--- config.mk ---
export PLATFORM = sky130hd
export DESIGN_NAME = mult_div_unit
export DESIGN_NICKNAME = d
export VERILOG_FILES = /design/src/rtl/mips_cpu_pkg.sv /design/src/rtl/mdu_divider.sv /design/src/rtl/mult_div_unit.sv
export SDC_FILE = /design/constraint.sdc
export NUM_CORES = 1
export LEC_CHECK = 0
export BUFFER_PORTS_ARGS = -buffer_cell sky130_fd_sc_hd__clkbuf_2
export CORE_AREA = 2 2 222 311
export CTS_CLUSTER_DIAMETER = 80
export DETAILED_ROUTE_END_ITERATION = 10
export DIE_AREA = 0 0 224 313
export PLACE_DENSITY_LB_ADDON = 0.12
export SLEW_MARGIN = 10
export SYNTH_ARGS = -nofsm -noshare
export SYNTH_HDL_FRONTEND = slang
export SYNTH_HIERARCHICAL = 1
export SYNTH_SLANG_ARGS = --single-unit
--- constraint.sdc ---
create_clock -name i_clk -period 2.7 [get_ports i_clk]
set_input_delay 0.135 -clock i_clk [delete_from_list [all_inputs] [get_ports i_clk]]
set_output_delay 0.135 -clock i_clk [all_outputs]
set_load 0.02 [all_outputs]
--- src/rtl/mips_cpu_pkg.sv ---
// rtl/mips_cpu_pkg.sv - shared CPU types plus the multiply/divide unit's state and constants.
package mips_cpu_pkg;

  localparam int WIDTH_REG = 32;

  typedef logic [WIDTH_REG-1:0]   word_t;
  typedef logic [2*WIDTH_REG-1:0] double_word_t;

  typedef enum logic {ALU_MULT, ALU_DIV} mult_op_enum;

  typedef enum logic [1:0] {IDLE, MUL, DIV, FINISH} mdu_state_enum;

  localparam int    MDU_ITERS      = 32;
  localparam word_t DIV_BY_ZERO_LO = 32'hFFFFFFFF;

endpackage

--- src/rtl/mdu_divider.sv ---
// rtl/mdu_divider.sv - restoring divider datapath, one quotient bit per step on unsigned magnitudes.
module mdu_divider #(
  parameter int WIDTH = 32
) (
  input  logic             i_clk,
  input  logic             i_rst,
  input  logic             i_load,
  input  logic             i_step,
  input  logic [WIDTH-1:0] i_dividend,
  input  logic [WIDTH-1:0] i_divisor,
  output logic [WIDTH-1:0] o_quotient,
  output logic [WIDTH-1:0] o_remainder
);

  logic [WIDTH-1:0] r_rem;
  logic [WIDTH-1:0] r_quo;
  logic [WIDTH-1:0] r_divisor;
  logic [WIDTH:0]   w_shifted;
  logic [WIDTH-1:0] w_sub;
  logic             w_fits;

  // The quotient register doubles as the dividend shifter: its MSB feeds the partial remainder.
  assign w_shifted = {r_rem, r_quo[WIDTH-1]};
  assign w_fits    = w_shifted >= {1'b0, r_divisor};
  assign w_sub     = w_shifted[WIDTH-1:0] - r_divisor;

  always_ff @(posedge i_clk) begin
    if (i_rst) begin
      r_rem     <= '0;
      r_quo     <= '0;
      r_divisor <= '0;
    end else if (i_load) begin
      r_rem     <= '0;
      r_quo     <= i_dividend;
      r_divisor <= i_divisor;
    end else if (i_step) begin
      r_rem <= w_fits ? w_sub : w_shifted[WIDTH-1:0];
      r_quo <= {r_quo[WIDTH-2:0], w_fits};
    end
  end

  assign o_quotient  = r_quo;
  assign o_remainder = r_rem;

endmodule

--- src/rtl/mult_div_unit.sv ---
// rtl/mult_div_unit.sv - multi-cycle MULT/DIV unit with HI/LO; MDU_FAST_MULT_EN selects a one-cycle multiply.
module mult_div_unit
  import mips_cpu_pkg::*;
#(
  parameter int WIDTH = WIDTH_REG
) (
  input  logic             i_clk,
  input  logic             i_rst,
  input  logic             i_start,
  input  mult_op_enum      i_op,
  input  logic             i_sign,
  input  logic [WIDTH-1:0] i_src_a,
  input  logic [WIDTH-1:0] i_src_b,
  input  logic             i_cancel,
  input  logic             i_we_hi,
  input  logic             i_we_lo,
  input  logic [WIDTH-1:0] i_wdata,
  output logic             o_busy,
  output logic             o_done,
  output logic [WIDTH-1:0] o_hi,
  output logic [WIDTH-1:0] o_lo
);

  localparam int CNT_W = $clog2(MDU_ITERS);

  mdu_state_enum      r_state, w_next;
  logic [CNT_W-1:0]   r_cnt;
  logic [WIDTH-1:0]   r_mcand, r_hi, r_lo;
  logic [2*WIDTH-1:0] r_prod;
  logic               r_op_div, r_neg_a, r_neg_b, r_divz, r_done;

  logic               w_neg_a, w_neg_b, w_accept, w_last;
  logic [WIDTH-1:0]   w_abs_a, w_abs_b, w_quo, w_rem, w_res_hi, w_res_lo;
  logic [2*WIDTH-1:0] w_prod_fix;

  assign w_neg_a  = i_sign & i_src_a[WIDTH-1];
  assign w_neg_b  = i_sign & i_src_b[WIDTH-1];
  assign w_abs_a  = w_neg_a ? -i_src_a : i_src_a;
  assign w_abs_b  = w_neg_b ? -i_src_b : i_src_b;
  assign w_accept = (r_state == IDLE) && i_start && !i_cancel;
  assign w_last   = r_cnt == CNT_W'(MDU_ITERS - 1);

  always_ff @(posedge i_clk) begin
    if (i_rst) r_state <= IDLE;
    else       r_state <= w_next;
  end

  always_comb begin
    w_next = r_state;
    unique case (r_state)
      IDLE: begin
        if (w_accept) begin
          if (i_op != ALU_DIV)   w_next = MUL;
          else if (i_src_b == '0) w_next = FINISH;
          else                   w_next = DIV;
        end
      end
`ifdef MDU_FAST_MULT_EN
      MUL:    w_next = FINISH;
`else
      MUL:    if (w_last) w_next = FINISH;
`endif
      DIV:    if (w_last) w_next = FINISH;
      FINISH: w_next = IDLE;
      default: w_next = IDLE;
    endcase
    if (i_cancel && (r_state != IDLE)) w_next = IDLE;
  end

`ifndef MDU_FAST_MULT_EN
  logic [WIDTH:0] w_sum;
  assign w_sum = {1'b0, r_prod[2*WIDTH-1:WIDTH]} + (r_prod[0] ? {1'b0, r_mcand} : '0);
`endif

  always_ff @(posedge i_clk) begin
    if (i_rst) begin
      r_cnt    <= '0;
      r_mcand  <= '0;
      r_prod   <= '0;
      r_op_div <= 1'b0;
      r_neg_a  <= 1'b0;
      r_neg_b  <= 1'b0;
      r_divz   <= 1'b0;
      r_done   <= 1'b0;
      r_hi     <= '0;
      r_lo     <= '0;
    end else begin
      r_done <= (r_state == FINISH) && !i_cancel;
      if (w_accept) begin
        r_cnt    <= '0;
        r_mcand  <= w_abs_a;
        r_prod   <= {{WIDTH{1'b0}}, w_abs_b};
        r_op_div <= i_op == ALU_DIV;
        r_neg_a  <= w_neg_a;
        r_neg_b  <= w_neg_b;
        r_divz   <= i_src_b == '0;
      end else if (r_state == MUL) begin
        r_cnt <= r_cnt + 1'b1;
`ifdef MDU_FAST_MULT_EN
        r_prod <= {{WIDTH{1'b0}}, r_mcand} * {{WIDTH{1'b0}}, r_prod[WIDTH-1:0]};
`else
        r_prod <= {w_sum, r_prod[WIDTH-1:1]};
`endif
      end else if (r_state == DIV) begin
        r_cnt <= r_cnt + 1'b1;
      end
      // MT writes only land while idle and lose to a start in the same cycle.
      if ((r_state == FINISH) && !i_cancel) begin
        r_hi <= w_res_hi;
        r_lo <= w_res_lo;
      end else if ((r_state == IDLE) && !i_start) begin
        if (i_we_hi) r_hi <= i_wdata;
        if (i_we_lo) r_lo <= i_wdata;
      end
    end
  end

  mdu_divider #(.WIDTH(WIDTH)) u_divider (
    .i_clk       (i_clk),
    .i_rst       (i_rst),
    .i_load      (w_accept),
    .i_step      (r_state == DIV),
    .i_dividend  (w_abs_a),
    .i_divisor   (w_abs_b),
    .o_quotient  (w_quo),
    .o_remainder (w_rem)
  );

  assign w_prod_fix = (r_neg_a ^ r_neg_b) ? -r_prod : r_prod;

  always_comb begin
    w_res_hi = w_prod_fix[2*WIDTH-1:WIDTH];
    w_res_lo = w_prod_fix[WIDTH-1:0];
    if (r_op_div) begin
      if (r_divz) begin
        // Rebuild the raw dividend from its latched magnitude and sign.
        w_res_hi = r_neg_a ? -r_mcand : r_mcand;
        w_res_lo = WIDTH'(DIV_BY_ZERO_LO);
      end else begin
        w_res_hi = r_neg_a ? -w_rem : w_rem;
        w_res_lo = (r_neg_a ^ r_neg_b) ? -w_quo : w_quo;
      end
    end
  end

  assign o_busy = r_state != IDLE;
  assign o_done = r_done;
  assign o_hi   = r_hi;
  assign o_lo   = r_lo;

endmodule

==> results.sh <==
export IMPL_status="finished, violations left"
export IMPL_violations="setup timing"
export IMPL_cp_start_kind="register"
export IMPL_max_stage_delay_ns=0.53
export IMPL_endpoint_kind="register"
export IMPL_mostFrequentLayoutCell="buf_4"
export IMPL_grt_max_degree=124
export IMPL_cts_tree="yes"
export IMPL_fin_crit_sh_pct=108
export IMPL_ir_drop_uv=1080
export IMPL_final_cell_mix="469 x buf_4, 345 x nor2_1, 255 x dfxtp_1"
export IMPL_crit_chain="or4_4 > or4b_4 > or2_4 > or4_4 > a31o_4 > a2111oi_4 > nor2_1 > o21ai_1"
export IMPL_worst_pin_slew_ns=1.07
export IMPL_insertion_delay_ns=0.56
export IMPL_drive_gt1_share_pct=31.6
export IMPL_clock_skew_ns=0.0327
export IMPL_async_flop_share_pct=0
export IMPL_synthTopCellsByArea="dfxtp_1 27%, mux2i_1 7.9%, nor2_1 6.7%"
export IMPL_relSlewSlack_pct=27.7
export IMPL_die_w_um=224
export IMPL_grt_pass1_vias=22300
export IMPL_fin_util_pct=42.7
export IMPL_cts_root_buf="clkbuf_16"
export IMPL_max_freq_mhz=342
export IMPL_clkSlewWorstSetupHoldPaths_ns=0.06
export IMPL_synth_top_area_share_pct=26.8
export IMPL_syn2layout_area_growth_pct=43.6
export IMPL_cts_buffer_depth=3
export IMPL_cts_buffers=35
export IMPL_wl_um=95500
export IMPL_synth_nets=2807
export IMPL_cp_arrival_ns=3.41
export IMPL_critPathBufInv=0
export IMPL_dp_hpwl_um=76700
export IMPL_dieArea_um2=70100
export IMPL_p_leak_nw=12.1
export IMPL_cp_required_ns=3.19
export IMPL_hold_class="primary input to register"
export IMPL_antenna_found_initial=0
export IMPL_start_util_pct=29.7
export IMPL_n_antenna_cell=0
export IMPL_grt_pass1_wl_um=140000
export IMPL_first_iter_violations=1279
export IMPL_via_per_inst=5.32
export IMPL_post_route_min_period_ns=2.93
export IMPL_setup_viol_count_final=33
export IMPL_r2r_slack_ns=-0.23
export IMPL_drv_slew=0
export IMPL_critPathKind="register to register"
export IMPL_port_buffers=169
export IMPL_rsz0062_at_grt="yes"
export IMPL_seq_area_um2=5390
export IMPL_ys_ff_latch=268
export IMPL_first_pass_iters=5
export IMPL_cp_top_family="simple AND/OR/NAND/NOR gates"
export IMPL_design_area_um2=28800
export IMPL_io_pins=170
export IMPL_crit_slowest_cell="or4_4"
export IMPL_wl_per_cell_um=23.2
export IMPL_crit_path_frequent_cell="or4_4"
export IMPL_cp_max_fo=3
export IMPL_synthFlopType="dfxtp_1"
export IMPL_multi_input_area_um2=15400
export IMPL_syn_inst=2625
export IMPL_die_h_um=313
export IMPL_vias=21900
export IMPL_core_rowCount=113
export IMPL_overflow=0
export IMPL_fillers=6870
export IMPL_power_density_nw_per_um2=961
export IMPL_drc=0
export IMPL_coreArea_um2=67400
export IMPL_hold_viol=0
export IMPL_cts_sinks=268
export IMPL_yosys_area_top_type="dfxtp_1"
export IMPL_seq_area_frac_synth_pct=26.8
export IMPL_avgSynthCellArea_um2=7.64
export IMPL_cap_violations=0
export IMPL_fin_ws_ns=-0.226
export IMPL_syn_area_um2=20000
export IMPL_synth_edff_count=0
export IMPL_fin_nets=3415
export IMPL_place_area_um2=25100
export IMPL_final_antenna_net_count=0
export IMPL_gp_congestion=0.925
export IMPL_ys_types=98
export IMPL_grtUsageTotal_pct=26.6
export IMPL_htreeDepth=2
export IMPL_ys_warn_count=6
synthesized netlist by cell type, types with 7 or more instances:
cell type	instances
mux2_2	14
nor3b_1	8
clkbuf_1	107
xnor2_1	126
nand3b_1	12
nor3_1	73
o31ai_1	28
a211oi_1	70
or3_1	37
inv_1	83
and3_1	20
o211ai_1	10
buf_4	11
dfxtp_1	268
and2_1	44
o22ai_1	18
o21a_1	12
o21ai_1	15
o41ai_1	14
nor2b_1	14
ha_1	76
nand2_1	237
a21o_1	29
mux2i_1	159
nand4_1	17
or4_1	11
nor2_1	357
buf_2	7
o221ai_1	25
buf_1	23
nor4_1	22
a31oi_1	62
o31a_1	7
o21ai_0	142
nand2b_1	20
xor2_1	115
a311oi_1	8
a21oi_1	191
nand3_1	32
stage by stage:
step / instances / setup WS (ns) / hold slack, ns / power, mW / setup TNS, ns
CTS: 4101 / -0.248 / 0.000107 / 27.0 / -2.50
floorplan: 2625 / -0.162 / 0.271 / 13.9 / -0.401
global placement: 3964 / -1.49 / 0.437 / 20.1 / -12.65
global route: 4120 / -0.333 / 0.0166 / 29.2 / -6.66
finish: 4120 / -0.226 / 0.0177 / 27.7 / -2.40
detailed placement: 3965 / -0.524 / 0.430 / 20.2 / -14.63
metal layers:
| layer | vias up | track usage (%) | wire, um |
|---|---|---|---|
| met5 | - | 0 | 0 |
| met4 | 0 | 18.3 | 7700 |
| met3 | 215 | 2.58 | 2740 |
| met2 | 501 | 48.3 | 48200 |
| met1 | 10600 | 29.0 | 36800 |
| li1 | 10600 | - | - |
flip-flops by register name, indices dropped and copies added, names as in the netlist, 5 cells and up:
name / count
r_mcand: 32
r_cnt: 5
r_prod: 64
o_hi: 32
u_divider/r_divisor: 32
u_divider/o_remainder: 32
u_divider/o_quotient: 32
o_lo: 32
path summary, 6_finish.rpt:
kind	from	endpoint	cells past startpoint
min reg2reg	u_divider/r_divisor[14]$_SDFFE_PP0P_	u_divider/r_divisor[14]$_SDFFE_PP0P_	2
max	u_divider/o_remainder[8]$_SDFFE_PP0P_	o_hi[16]$_SDFFE_PP0P_	8
max reg2reg	u_divider/o_remainder[8]$_SDFFE_PP0P_	o_hi[16]$_SDFFE_PP0P_	8
min	i_src_b[26]	u_divider/r_divisor[26]$_SDFFE_PP0P_	4
worst register-to-register path: cells and delay by family, from the launching register on:
kind,cells,cell delay (ns)
AND/OR/NAND/NOR,5,1.81
AO/OA/AOI/OAI,3,0.73
flip-flops,1,0.32
logic make-up after synthesis:
logic type                 after synthesis  synth area share [%]
buffers and inverters                  238                  4.98
DFF                                    268                  26.8
and+or+nand+nor                        934                  21.9
adders and majority gates               78                  4.94
xor gates and xnor gates               241                  10.5
AOI/OAI and AO/OA                      693                  22.2
muxes                                  173                  8.72
area by class of cell:
type,count,share of cell area (%)
clock buffer,47,3.37
inverter,84,1.13
sequential,268,18.7
tap,862,3.75
clock inverter,15,0.556
multi-input combinational,2120,53.6
timing repair buffer,724,18.9
what timing repair did:
action | CTS | global route
hold endpoints to repair | 60 | 0
hold buffers | 44 | 0
cloned | 2 | 0
buffers inserted | 30 | 23
pin swaps | 78 | 100
endpoints found under the setup margin | 87 | 92
gates resized for setup | 187 | 160
power by group:
| group | switching, mW | leakage (nW) | internal, mW |
|---|---|---|---|
| Combinational | 9.50 | 9.35 | 8.27 |
| Clock | 1.97 | 0.543 | 2.74 |
| Sequential | 0.632 | 2.19 | 4.55 |
Note: power is estimated with default switching activity, not from simulation.
